File: config.mk
export PLATFORM = sky130hd
export DESIGN_NAME = sram_controller_flat
export DESIGN_NICKNAME = d
export VERILOG_FILES = /design/src/rtl/sram_controller_pkg.sv /design/src/rtl/sram_controller_if.sv /design/src/rtl/sram_controller_wait_counter.sv /design/src/rtl/sram_controller.sv /design/src/flat_wrapper.sv
export SDC_FILE = /design/constraint.sdc
export NUM_CORES = 1
export LEC_CHECK = 0
export BUFFER_PORTS_ARGS = -buffer_cell sky130_fd_sc_hd__buf_2
export CORE_ASPECT_RATIO = 0.8
export CORE_MARGIN = 5
export CORE_UTILIZATION = 44
export DETAILED_ROUTE_END_ITERATION = 8
export PLACE_DENSITY = 0.73
export REMOVE_ABC_BUFFERS = 1
export SKIP_CTS_REPAIR_TIMING = 1
export SYNTH_ARGS = -nofsm -noshare
export SYNTH_HDL_FRONTEND = slang
export SYNTH_SLANG_ARGS = --single-unit
export TNS_END_PERCENT = 5
File: constraint.sdc
create_clock -name clk_i -period 1.87 [get_ports clk_i]
set_input_delay 0.561 -clock clk_i [delete_from_list [all_inputs] [get_ports clk_i]]
set_output_delay 0.561 -clock clk_i [all_outputs]
set_load 0.05 [all_outputs]
File: src/rtl/sram_controller_pkg.sv
// Shared definitions for the half-word SRAM sequencer: FSM states, pad width,
// default address map and the wait-counter width helper.
package sram_controller_pkg;

  localparam int SRAM_DW           = 16;
  localparam int DEFAULT_BASE_ADDR = 1024;

  // One 32-bit access is two bus phases (low half, then high half) plus a
  // completion cycle in which the pipeline is released.
  typedef enum logic [1:0] {
    ST_IDLE = 2'd0,
    ST_LO   = 2'd1,
    ST_HI   = 2'd2,
    ST_DONE = 2'd3
  } state_e;

  // Counter width for 0..waits, never narrower than one bit.
  function automatic int unsigned cnt_width(input int unsigned waits);
    return (waits < 1) ? 1 : $clog2(waits + 1);
  endfunction

endpackage

File: src/rtl/sram_controller_if.sv
// Bundle of the MEM-stage request/response signals and the SRAM pad signals.
// The controller uses the slave view; the pipeline/pad environment the master view.
interface sram_controller_if #(
  parameter int unsigned SRAM_AW = 18
);
  import sram_controller_pkg::*;

  logic                 wr_en;
  logic                 rd_en;
  logic [31:0]          address;
  logic [31:0]          write_data;
  logic [31:0]          read_data;
  logic                 ready;
  logic [SRAM_AW-1:0]   sram_addr;
  logic [SRAM_DW-1:0]   sram_dq_out;
  logic                 sram_dq_oe;
  logic [SRAM_DW-1:0]   sram_dq_in;
  logic                 sram_we_n;
  logic                 sram_oe_n;
  logic                 sram_ce_n;
  logic                 sram_ub_n;
  logic                 sram_lb_n;

  modport slave (
    input  wr_en, rd_en, address, write_data, sram_dq_in,
    output read_data, ready, sram_addr, sram_dq_out, sram_dq_oe,
           sram_we_n, sram_oe_n, sram_ce_n, sram_ub_n, sram_lb_n
  );

  modport master (
    output wr_en, rd_en, address, write_data, sram_dq_in,
    input  read_data, ready, sram_addr, sram_dq_out, sram_dq_oe,
           sram_we_n, sram_oe_n, sram_ce_n, sram_ub_n, sram_lb_n
  );

endinterface

File: src/rtl/sram_controller_wait_counter.sv
// Wait-state counter for one half-word bus phase: counts 0..WAIT_CYCLES and
// flags the final cycle of the phase.
module sram_wait_counter
  import sram_controller_pkg::*;
#(
  parameter int unsigned WAIT_CYCLES = 1
) (
  input  logic clk_i,
  input  logic rst_ni,
  input  logic load_i,
  input  logic advance_i,
  output logic last_o
);

  localparam int unsigned   CW      = cnt_width(WAIT_CYCLES);
  localparam logic [CW-1:0] CNT_MAX = CW'(WAIT_CYCLES);

  logic [CW-1:0] cnt_q;
  logic [CW-1:0] cnt_d;

  assign last_o = (cnt_q == CNT_MAX);

  // Load restarts the count for a fresh phase; advance steps through waits.
  always_comb begin
    cnt_d = cnt_q;
    if (load_i) begin
      cnt_d = '0;
    end else if (advance_i) begin
      cnt_d = cnt_q + 1'b1;
    end
  end

  // Count register, cleared by the synchronous active-low reset.
  always_ff @(posedge clk_i) begin
    if (!rst_ni) begin
      cnt_q <= '0;
    end else begin
      cnt_q <= cnt_d;
    end
  end

endmodule

File: src/rtl/sram_controller.sv
// Sequences 32-bit MEM-stage loads/stores onto a 16-bit asynchronous SRAM as
// two half-word phases (low first) with programmable wait states. ready low
// freezes the pipeline until the access reaches its completion cycle.
module sram_controller
  import sram_controller_pkg::*;
#(
  parameter int unsigned WAIT_CYCLES = 1,
  parameter int unsigned SRAM_AW     = 18,
  parameter logic [31:0] BASE_ADDR   = 32'(DEFAULT_BASE_ADDR)
) (
  input  logic             clk_i,
  input  logic             rst_ni,
  sram_controller_if.slave bus
);

  state_e             state_q, state_d;
  logic               op_write_q, op_write_d;
  logic [SRAM_AW-2:0] word_q, word_d;
  logic [31:0]        wdata_q, wdata_d;
  logic [31:0]        rdata_q, rdata_d;
  logic [SRAM_AW-1:0] sram_addr_q, sram_addr_d;

  logic               req;
  logic               in_phase;
  logic               phase_last;
  logic [SRAM_AW-2:0] req_word;

  assign req      = bus.wr_en | bus.rd_en;
  assign in_phase = (state_q == ST_LO) || (state_q == ST_HI);
  assign req_word = (SRAM_AW-1)'((bus.address - BASE_ADDR) >> 2);

  sram_wait_counter #(
    .WAIT_CYCLES(WAIT_CYCLES)
  ) u_wait (
    .clk_i    (clk_i),
    .rst_ni   (rst_ni),
    .load_i   (!in_phase || phase_last),
    .advance_i(in_phase),
    .last_o   (phase_last)
  );

  // State register; reset drops any access in flight back to IDLE.
  always_ff @(posedge clk_i) begin
    if (!rst_ni) begin
      state_q <= ST_IDLE;
    end else begin
      state_q <= state_d;
    end
  end

  // Next state: requests are only looked at in IDLE; phases end on the last wait.
  always_comb begin
    state_d = state_q;
    unique case (state_q)
      ST_IDLE: if (req)        state_d = ST_LO;
      ST_LO:   if (phase_last) state_d = ST_HI;
      ST_HI:   if (phase_last) state_d = ST_DONE;
      ST_DONE:                 state_d = ST_IDLE;
      default:                 state_d = ST_IDLE;
    endcase
  end

  // Datapath next values: latch the request on accept, step the half-word
  // address between phases and gather load halves on each phase's last cycle.
  always_comb begin
    op_write_d  = op_write_q;
    word_d      = word_q;
    wdata_d     = wdata_q;
    rdata_d     = rdata_q;
    sram_addr_d = sram_addr_q;
    if (state_q == ST_IDLE && req) begin
      op_write_d  = bus.wr_en;
      word_d      = req_word;
      wdata_d     = bus.write_data;
      sram_addr_d = {req_word, 1'b0};
    end
    if (state_q == ST_LO && phase_last) begin
      sram_addr_d = {word_q, 1'b1};
      if (!op_write_q) rdata_d[15:0] = bus.sram_dq_in;
    end
    if (state_q == ST_HI && phase_last && !op_write_q) begin
      rdata_d[31:16] = bus.sram_dq_in;
    end
  end

  // Datapath registers; read_data and the SRAM address hold between accesses.
  always_ff @(posedge clk_i) begin
    if (!rst_ni) begin
      op_write_q  <= 1'b0;
      word_q      <= '0;
      wdata_q     <= '0;
      rdata_q     <= '0;
      sram_addr_q <= '0;
    end else begin
      op_write_q  <= op_write_d;
      word_q      <= word_d;
      wdata_q     <= wdata_d;
      rdata_q     <= rdata_d;
      sram_addr_q <= sram_addr_d;
    end
  end

  // Output decode: strobes are active only during LO/HI and forced idle
  // while reset is held so an aborted access stops touching the bus at once.
  always_comb begin
    bus.ready       = rst_ni && (((state_q == ST_IDLE) && !req) || (state_q == ST_DONE));
    bus.read_data   = rdata_q;
    bus.sram_addr   = sram_addr_q;
    bus.sram_we_n   = 1'b1;
    bus.sram_oe_n   = 1'b1;
    bus.sram_dq_oe  = 1'b0;
    bus.sram_dq_out = '0;
    bus.sram_ce_n   = !rst_ni;
    bus.sram_ub_n   = !rst_ni;
    bus.sram_lb_n   = !rst_ni;
    if (rst_ni && in_phase) begin
      if (op_write_q) begin
        bus.sram_we_n   = 1'b0;
        bus.sram_dq_oe  = 1'b1;
        bus.sram_dq_out = (state_q == ST_HI) ? wdata_q[31:16] : wdata_q[15:0];
      end else begin
        bus.sram_oe_n = 1'b0;
      end
    end
  end

endmodule

File: src/flat_wrapper.sv
// flat-port wrapper written by rule: the top's interface ports become plain ports
module sram_controller_flat import sram_controller_pkg::*;
#(
  parameter int unsigned WAIT_CYCLES = 1,
  parameter int unsigned SRAM_AW     = 18,
  parameter logic [31:0] BASE_ADDR   = 32'(DEFAULT_BASE_ADDR)
)
  (clk_i, rst_ni, bus_wr_en, bus_rd_en, bus_address, bus_write_data, bus_sram_dq_in, bus_read_data, bus_ready, bus_sram_addr, bus_sram_dq_out, bus_sram_dq_oe, bus_sram_we_n, bus_sram_oe_n, bus_sram_ce_n, bus_sram_ub_n, bus_sram_lb_n);
  sram_controller_if #(.SRAM_AW(SRAM_AW)) bus_i ();
  input  logic clk_i;
  input  logic rst_ni;
  input wire logic [$bits(bus_i.wr_en)-1:0] bus_wr_en;
  input wire logic [$bits(bus_i.rd_en)-1:0] bus_rd_en;
  input wire logic [$bits(bus_i.address)-1:0] bus_address;
  input wire logic [$bits(bus_i.write_data)-1:0] bus_write_data;
  input wire logic [$bits(bus_i.sram_dq_in)-1:0] bus_sram_dq_in;
  output wire logic [$bits(bus_i.read_data)-1:0] bus_read_data;
  output wire logic [$bits(bus_i.ready)-1:0] bus_ready;
  output wire logic [$bits(bus_i.sram_addr)-1:0] bus_sram_addr;
  output wire logic [$bits(bus_i.sram_dq_out)-1:0] bus_sram_dq_out;
  output wire logic [$bits(bus_i.sram_dq_oe)-1:0] bus_sram_dq_oe;
  output wire logic [$bits(bus_i.sram_we_n)-1:0] bus_sram_we_n;
  output wire logic [$bits(bus_i.sram_oe_n)-1:0] bus_sram_oe_n;
  output wire logic [$bits(bus_i.sram_ce_n)-1:0] bus_sram_ce_n;
  output wire logic [$bits(bus_i.sram_ub_n)-1:0] bus_sram_ub_n;
  output wire logic [$bits(bus_i.sram_lb_n)-1:0] bus_sram_lb_n;
  assign bus_i.wr_en = bus_wr_en;
  assign bus_i.rd_en = bus_rd_en;
  assign bus_i.address = bus_address;
  assign bus_i.write_data = bus_write_data;
  assign bus_i.sram_dq_in = bus_sram_dq_in;
  assign bus_read_data = bus_i.read_data;
  assign bus_ready = bus_i.ready;
  assign bus_sram_addr = bus_i.sram_addr;
  assign bus_sram_dq_out = bus_i.sram_dq_out;
  assign bus_sram_dq_oe = bus_i.sram_dq_oe;
  assign bus_sram_we_n = bus_i.sram_we_n;
  assign bus_sram_oe_n = bus_i.sram_oe_n;
  assign bus_sram_ce_n = bus_i.sram_ce_n;
  assign bus_sram_ub_n = bus_i.sram_ub_n;
  assign bus_sram_lb_n = bus_i.sram_lb_n;
  sram_controller #(.WAIT_CYCLES(WAIT_CYCLES), .SRAM_AW(SRAM_AW), .BASE_ADDR(BASE_ADDR)) u_core (.clk_i(clk_i), .rst_ni(rst_ni), .bus(bus_i));
endmodule
### Word level (Yosys, flattened, before mapping)

Cells that the tools add are included.

| storage, ports and cells | value |
|---|---|
| register bits after elaboration | 103 |
| input bits | 84 |
| output and inout port bits | 73 |
| word-level logic and storage cells | 52 |

| cells by class | value |
|---|---|
| add/subtract/negate cells | 2 |
| equality and inequality tests | 6 |
| multiplexer cells | 14 |
| bitwise logic cells | 3 |
| reductions and logical operators | 19 |

Operators with widths:

| cell | count |
|---|---|
| two-way mux 16 bit | 3 |
| two-way mux 18 bit | 2 |
| subtractor 19 x 11 -> 19 bit, second input constant | 1 |
| one-hot mux 2 bit (4 select lines) | 1 |
| logical AND 1 bit | 7 |
| two-way mux 2 bit | 3 |
| two-way mux 1 bit | 5 |
| == test 2 bit, second input constant | 2 |
| logical NOT 1 bit | 4 |
| inequality test 2 bit, second input constant | 2 |
| logical OR 1 bit | 3 |
| AND reduction 3 bit | 1 |
| == test 2 x 1 -> 1 bit, second input constant | 1 |
| logical NOT 2 bit | 1 |
| inequality test 2 x 1 -> 1 bit, second input constant | 1 |
| inverter 1 bit | 2 |
| AND reduction 2 bit | 1 |
| nonzero test 2 bit | 1 |
| OR reduction 2 bit | 1 |
| adder 1 bit, second input constant | 1 |
| OR 1 bit | 1 |

### Logic depth before layout (Yosys ltp)

Gate-level depths: netlist (run 1).

| depth | value |
|---|---|
| depth after elaboration | 5 |
| gate-level depth with buffers | 9 |

### Hierarchy

Synthesis (run 1) repeated with hierarchy kept, for this count alone.

| second synthesis, totals | value |
|---|---|
| cell total of the unflattened synthesis | 516 |
| area total of the unflattened synthesis | 4136.5 µm² |

By module, submodules not included:

| module | times used | cells an instance | area an instance (µm²) | seq. area each (µm²) |
|---|---|---|---|---|
| sram_controller | 1 | 513 | 4095.2 | 2042.0 |
| sram_wait_counter | 1 | 3 | 41.3 | 20.0 |

### Least setup slack after synthesis (run 1)

No wires, ideal clock.

| timing | value |
|---|---|
| path type | register to output |
| start | register u_core.state_q[1] |
| end | output port bus_sram_dq_out[10] |
| arrival | 2.140 ns |
| data required time | 1.309 ns |
| slack | -0.831 ns |
| stages on the path, launching flop included | 6 |
| path through | dfxtp_1 inv_1 ha_1 nand3_1 clkbuf_1 nor2_1 |

| between the ends | value |
|---|---|
| word-level cells in the longest chain between the ends | 4 |

Ends and longest elaborated chain:

| element | RTL line | RTL |
|---|---|---|
| from (decl) | sram_controller.sv:16 | `state_e state_q, state_d;` |
| from (signal assigned) | sram_controller.sv:47 | `state_q <= state_d;` |
| == test 2 bit / == test 2 x 1 -> 1 bit (equally long branches) | sram_controller.sv:29, sram_controller.sv:120 |  |
| two-way mux 16 bit / logical OR 1 bit (equally long branches) | sram_controller.sv:120, sram_controller.sv:29 |  |
| two-way mux 16 bit / logical AND 1 bit (equally long branches) | sram_controller.sv:117, sram_controller.sv:116 |  |
| two-way mux 16 bit (*) | sram_controller.sv:116 | `if (rst_ni && in_phase) begin` |
| to (decl) | flat_wrapper.sv:20 | `output wire logic [$bits(bus_i.sram_dq_out)-1:0] bus_sram_dq_out;` |

Mark *: on every way between the ends. The rest lies on a longest branch, timed or not.

### Worst setup path after layout (run 1)

| timing | value |
|---|---|
| start | register u_core.state_q[1] |
| end | output port bus_sram_dq_out[7] |

Same word-level chain as after synthesis.

==> flow_summary_export.csv, run 1 <==
group,metric,value,unit
route,wl_per_cell,14.2,um
floorplan,core_area,0.00911,mm^2
placed_design,hpwl,7690,um
sta,setup_viol,20,
cts,cts_buffer_depth,2,
flow_run,maxCapViolCount,0,
floorplan,die_w,118,um
yosys,ys.flop_type,"dfxtp_1",
floorplan,die_h,96.6,um
yosys,synth_area_per_cell,8.00,um^2
worst_setup_path,crit_end,"bus_sram_dq_out[7]",
floorplan,start_util,45.3,%
yosys,synth_top_area_share,49.9,%
yosys,yosysWarningCount,0,
pwr,netSwitchingFraction,39.4,%
yosys,syn-cell-area,0.00413,mm^2
status,failed_checks,"negative setup slack",
cts,cts_tree,"done",
yosys,synthMuxAreaShare,4.12,%
finish,layout_commonest_cell,"nand2_1",
route,dr.pass1.iters,4,
yosys,synth-xor-area-share,0.848,%
finish,syn2layout_area_growth,37.8,%
worst_setup_path,r2r_end,"u_core.bus.read_data[2]",
floorplan,rows,31,
route,via_count,3943,
sta,min_period_over_period,118,%
sta,fmax,454,MHz
pwr,p_sw,3210,uW
finish,nets,750,
sta,worstMarginPinSlew,0.596,ns
sta,slew-limit-headroom,60.3,%
yosys,synth-edff-count,0,
sta,finalWorstSetupSlack,-0.331,ns
pwr,ir_drop,0.834,mV
cts,cts_sinks,103,
yosys,synth_top_family_by_area,"simple AND/OR/NAND/NOR gates",
sta,hold_viol_final,0,
yosys,postSynthCellCount,516,
finish,fin_cells,780,
route,drt_iter0_drc,235,
sta,rsz0062_at_grt,"yes",
pwr,p_int,4920,uW
worst_setup_path,critPathRequiredTime,1.31,ns
pwr,power_frac_comb,41.3,%
sta,drv_slew,0,
worst_hold_path,min_path_type,"reg2reg",
cts,clkLatencyLatePin,0.34,ns
global_route,grt_pass1_vias,3855,
cts,clk_pin_slew_worst_paths,0.07,ns
cts,cts-htree-levels,3,
cts,clock-root-buffer,"clkbuf_16",
yosys,postSynth.asyncResetShare,0,%
worst_setup_path,cp_data_arrival_time,1.64,ns
yosys,synthTopCellsByArea,"dfxtp_1 (50%), nand2_1 (15%), a21oi_1 (9.7%), mux2i_1 (4.1%), nor2_1 (3.0%)",
yosys,yosysUniqueCellTypes,39,
cts,cts_made_buffers,9,
pwr,clkPwrFrac,23.0,%
worst_setup_path,worst_setup_path_start_kind,"flop",
finish,drive_gt1_share,34.3,%
yosys,synthSimpleGateAreaFrac,22.0,%
global_route,grt_usage,18.5,%
yosys,yosys.area.top_type,"dfxtp_1",
yosys,seq_area_frac_synth,49.9,%
sta,period_needed,2.20,ns
route,drc_errors,0,
yosys,synth_compound_area_share,16.9,%
sta,finClkSkew,0.00715,ns
finish,diodes,0,
route,postRouteAntennaNets,0,
finish,final_cell_mix,"nand2_1 (166), buf_2 (122), dfxtp_1 (101)",
route,wl,11100,um
placed_design,gp_congestion,0.774,
worst_setup_path,end_kind,"output port",
yosys,synth_seq_cells,103,
placed_design,placed_cells,763,
placed_design,port_buffers,141,
sta,holdWs,0.451,ns
worst_setup_path,crit_start,"u_core.state_q[1]",
global_route,gr-total-overflow,0,
route,vias_per_cell,5.06,
global_route,grt_pass1_wl,17900,um
floorplan,ioPinCount,157,
pwr,powerDensity,1430,mW/mm^2
worst_setup_path,path_max_fanout,8,
pwr,total_leakage_power,0.00240,uW
worst_setup_path,r2r_setup_slack,0.18,ns
worst_setup_path,crit_type,"reg2out",
worst_setup_path,ff2ff_path_depth,7,
status,outcome,"finished with violations",
global_route,antenna_found_initial,0,
yosys,synth_adder_area_share,1.82,%
worst_setup_path,r2r-start,"u_core.state_q[1]",
pwr,sequentialPowerShare,35.7,%
global_route,grt_max_degree,53,
placed_design,place_ws,-0.131,ns
floorplan,die_area,0.0114,mm^2
==> through the flow <==
stage               area (um^2)  total power (uW)  util [%]  TNS [ns]
floorplan                  3970              4950         -   -107.98
CTS                        5400              7930      59.3     -8.86
finish                     5690              8130      62.4     -5.06
detailed placement         5100              6060      56.0     -1.65
global placement           5100              5950      56.0     -1.41
global route               5690              8630      62.4     -6.40
==> cell usage after synthesis, types with 5 or more instances <==
master    count
nand2_1     167
dfxtp_1     103
a21oi_1      80
nor2_1       33
clkbuf_1     23
mux2i_1      17
o21ai_0      15
buf_2        11
a31oi_1      10
ha_1          6
inv_1         6
nand3_1       5
==> how the worst min path moves through the flow <==
stage,cells past startpoint,start,to,slack [ns]
detailed placement,2,u_core.word_q[0],u_core.word_q[0],0.44
CTS,3,bus_write_data[5],u_core.wdata_q[5],0.44
finish,2,u_core.word_q[2],u_core.word_q[2],0.45
floorplan,2,u_core.word_q[0],u_core.word_q[0],0.43
global placement,2,u_core.word_q[4],u_core.word_q[4],0.44
global route,3,bus_write_data[25],u_core.wdata_q[25],0.45
==> flip-flops by register name (all words and copies together), names as in the netlist <==
name,flops
u_core.bus.read_data,32
u_core.bus.sram_addr,18
u_core.op_write_q,1
u_core.state_q,2
u_core.u_wait.last_o,1
u_core.wdata_q,32
u_core.word_q,17
==> power groups by stage <==
stage	logic (uW)	registers [uW]	clock network, uW
global route	3670	2960	2000
global placement	3050	2900	0
finish	3360	2910	1870
floorplan	1460	3490	0
CTS	3150	2880	1910
detailed placement	3130	2930	0
==> per-layer routing <==
layer  vias up  track usage (%)  share of wire (%)
met2       109             31.6                 50
met1      1820             22.9                 43
met4         0             5.20                1.3
met3        14             5.25                5.9
met5         -                0                  0
li1       2000                -                  -
==> cell type report <==
type	instances	area, um^2
flip-flops and latches	103	2060
inverters	6	25.0
clock inverters	6	68.8
clock buffers	10	229
fillers	812	3430
repair buffers	170	1150
well taps	115	144
multi-input cells	370	2010
==> cells by family after synthesis <==
kind of cell / Yosys count
XOR/XNOR: 4
AND/OR/NAND/NOR: 220
buffers and inverters: 43
flip-flops: 103
AO/OA/AOI/OAI: 123
multiplexers: 17
adder cells (fa/ha/maj): 6
==> worst max-delay path, stage by stage, from the launching register on <==
cell	delay (ns)
dfxtp_2	0.35
buf_4	0.12
ha_4	0.16
buf_12	0.15
mux2i_2	0.30
nor2_2	0.07
buf_6	0.16
No activity file was read; power rests on OpenSTA's default activity.
==> run 2, diff against run 1 <==
--- a/config.mk
+++ b/config.mk
@@ -12,6 +12,7 @@
 export DETAILED_ROUTE_END_ITERATION = 8
 export PLACE_DENSITY = 0.73
 export REMOVE_ABC_BUFFERS = 1
+export SETUP_SLACK_MARGIN = 0.2
 export SKIP_CTS_REPAIR_TIMING = 1
 export SYNTH_ARGS = -nofsm -noshare
 export SYNTH_HDL_FRONTEND = slang
==> run 2 against run 1 <==
Net effect:
- the run still ends with negative setup slack left
- cell area rose by 0.84%
- via count fell by 0.28%
- global-route usage did not move
- clock skew barely moved
- clock power barely moved
- sequential share of layout area fell by 0.30 points
- final cell count did not move
- critical path depth did not move
- largest power group unchanged
==> flow_summary_export.csv, run 2 (synthesized netlist as in run 1, its figures left out) <==
group,metric,value,unit
status,outcome,"finished with violations",
status,failed_checks,"negative setup slack",
sta,drv_slew,0,
worst_setup_path,path_max_fanout,8,
cts,cts_made_buffers,9,
cts,cts-htree-levels,3,
sta,period_needed,2.20,ns
global_route,antenna_found_initial,0,
worst_setup_path,crit_type,"reg2out",
sta,hold_viol_final,0,
cts,clock-root-buffer,"clkbuf_16",
global_route,grt_pass1_wl,17900,um
worst_setup_path,critPathRequiredTime,1.31,ns
route,vias_per_cell,5.04,
finish,final_cell_mix,"nand2_1 (165), buf_2 (119), dfxtp_1 (101)",
worst_setup_path,r2r_end,"u_core.bus.sram_addr[15]",
global_route,grt_pass1_vias,3855,
route,via_count,3932,
sta,rsz0062_at_grt,"yes",
worst_setup_path,cp_num_buf_inv,3,
sta,slew-limit-headroom,62.5,%
worst_setup_path,end_kind,"output port",
worst_setup_path,crit_family,"buffers and inverters",
sta,finClkSkew,0.00711,ns
worst_setup_path,r2r-start,"u_core.state_q[1]",
global_route,grt_max_degree,53,
finish,diodes,0,
floorplan,start_util,45.3,%
placed_design,gp_congestion,0.774,
floorplan,rows,31,
sta,fmax,454,MHz
floorplan,die_h,96.6,um
pwr,finalPower,8180,uW
worst_setup_path,cp.depth,6,
route,drt_iter0_drc,227,
floorplan,core_area,0.00911,mm^2
finish,nets,750,
cts,cts_sinks,103,
sta,min_period_over_period,118,%
floorplan,die_area,0.0114,mm^2
worst_hold_path,hold_start,"u_core.word_q[2]",
finish,layout_commonest_cell,"nand2_1",
route,drc_errors,0,
sta,worstMarginPinSlew,0.563,ns
worst_setup_path,cp_data_arrival_time,1.64,ns
cts,cts_buffer_depth,2,
sta,finalWorstSetupSlack,-0.330,ns
worst_setup_path,ff2ff_path_depth,7,
worst_hold_path,min_path_type,"reg2reg",
global_route,gr-total-overflow,0,
cts,cts_tree,"done",
worst_setup_path,worst_setup_path_start_kind,"flop",
worst_setup_path,slowest_stage,"dfxtp_2",
cts,clkLatencyLatePin,0.34,ns
worst_setup_path,cp_slowest_stage_delay,0.35,ns
finish,syn2layout_area_growth,38.9,%
floorplan,ioPinCount,157,
placed_design,port_buffers,141,
finish,drive_gt1_share,34.7,%
sta,setup_viol,20,
floorplan,die_w,118,um
worst_setup_path,r2r_setup_slack,0.28,ns
worst_setup_path,crit_chain,"buf_4 -> ha_4 -> buf_12 -> mux2i_2 -> nor2_2 -> buf_6",
sta,holdWs,0.450,ns
route,postRouteAntennaNets,0,
route,wl,11000,um
pwr,total_leakage_power,0.00242,uW
pwr,powerDensity,1430,mW/mm^2
worst_setup_path,crit_end,"bus_sram_dq_out[7]",
route,dr.pass1.iters,4,
pwr,ir_drop,0.844,mV
placed_design,hpwl,7690,um
route,wl_per_cell,14.2,um
cts,clk_pin_slew_worst_paths,0.07,ns
global_route,grt_usage,18.5,%
flow_run,maxCapViolCount,0,
worst_setup_path,crit_start,"u_core.state_q[1]",
[run 2: worst min-delay path by stage]
stage / endpoint / slack [ns] / cells past startpoint
final: u_core.word_q[2] / 0.45 / 2
after global routing: u_core.wdata_q[25] / 0.45 / 3
after CTS: u_core.wdata_q[5] / 0.44 / 3
after detailed placement: u_core.word_q[0] / 0.44 / 2
after global placement: u_core.word_q[4] / 0.44 / 2
after floorplan: u_core.word_q[0] / 0.43 / 2
[run 2: area by class of cell]
cell class,instances,area (um^2)
clock buffers,10,229
inverters,6,25.0
multi-input cells,370,2020
clock inverters,6,68.8
fillers,804,3380
flip-flops and latches,103,2060
repair buffers,170,1180
well taps,115,144
[run 2: per-layer routing]
metal  part of all wire [%]  vias up  global-route usage, %
met5                      0        -                      0
met4                    1.3        0                   5.20
li1                       -     2000                      -
met2                     50      118                   31.6
met1                     43     1800                   22.9
met3                    6.3       14                   5.25
[run 2: worst min-delay path: stages, from the launching register on]
cell,delay [ns]
dfxtp_1,0.31
nand2_1,0.05
a21oi_1,0.05
[run 2: metrics by stage]
step           std cells  setup slack, ns  cell area, um^2  setup TNS (ns)  util, %
2_1_floorplan        479            -2.12             3970         -107.98        -
3_3_place_gp         763          -0.0848             5100           -1.41     56.0
3_5_place_dp         763           -0.131             5100           -1.65     56.0
4_1_cts              779           -0.494             5400           -8.86     59.3
5_1_grt              780           -0.387             5740           -6.40     62.9
6_report             780           -0.330             5740           -5.02     62.9
[run 2: where the power goes]
group          switching, uW  internal, uW  leakage (uW)
Sequential               256          2650      0.000845
Combinational           2150          1260       0.00143
Clock                    820          1050      0.000143
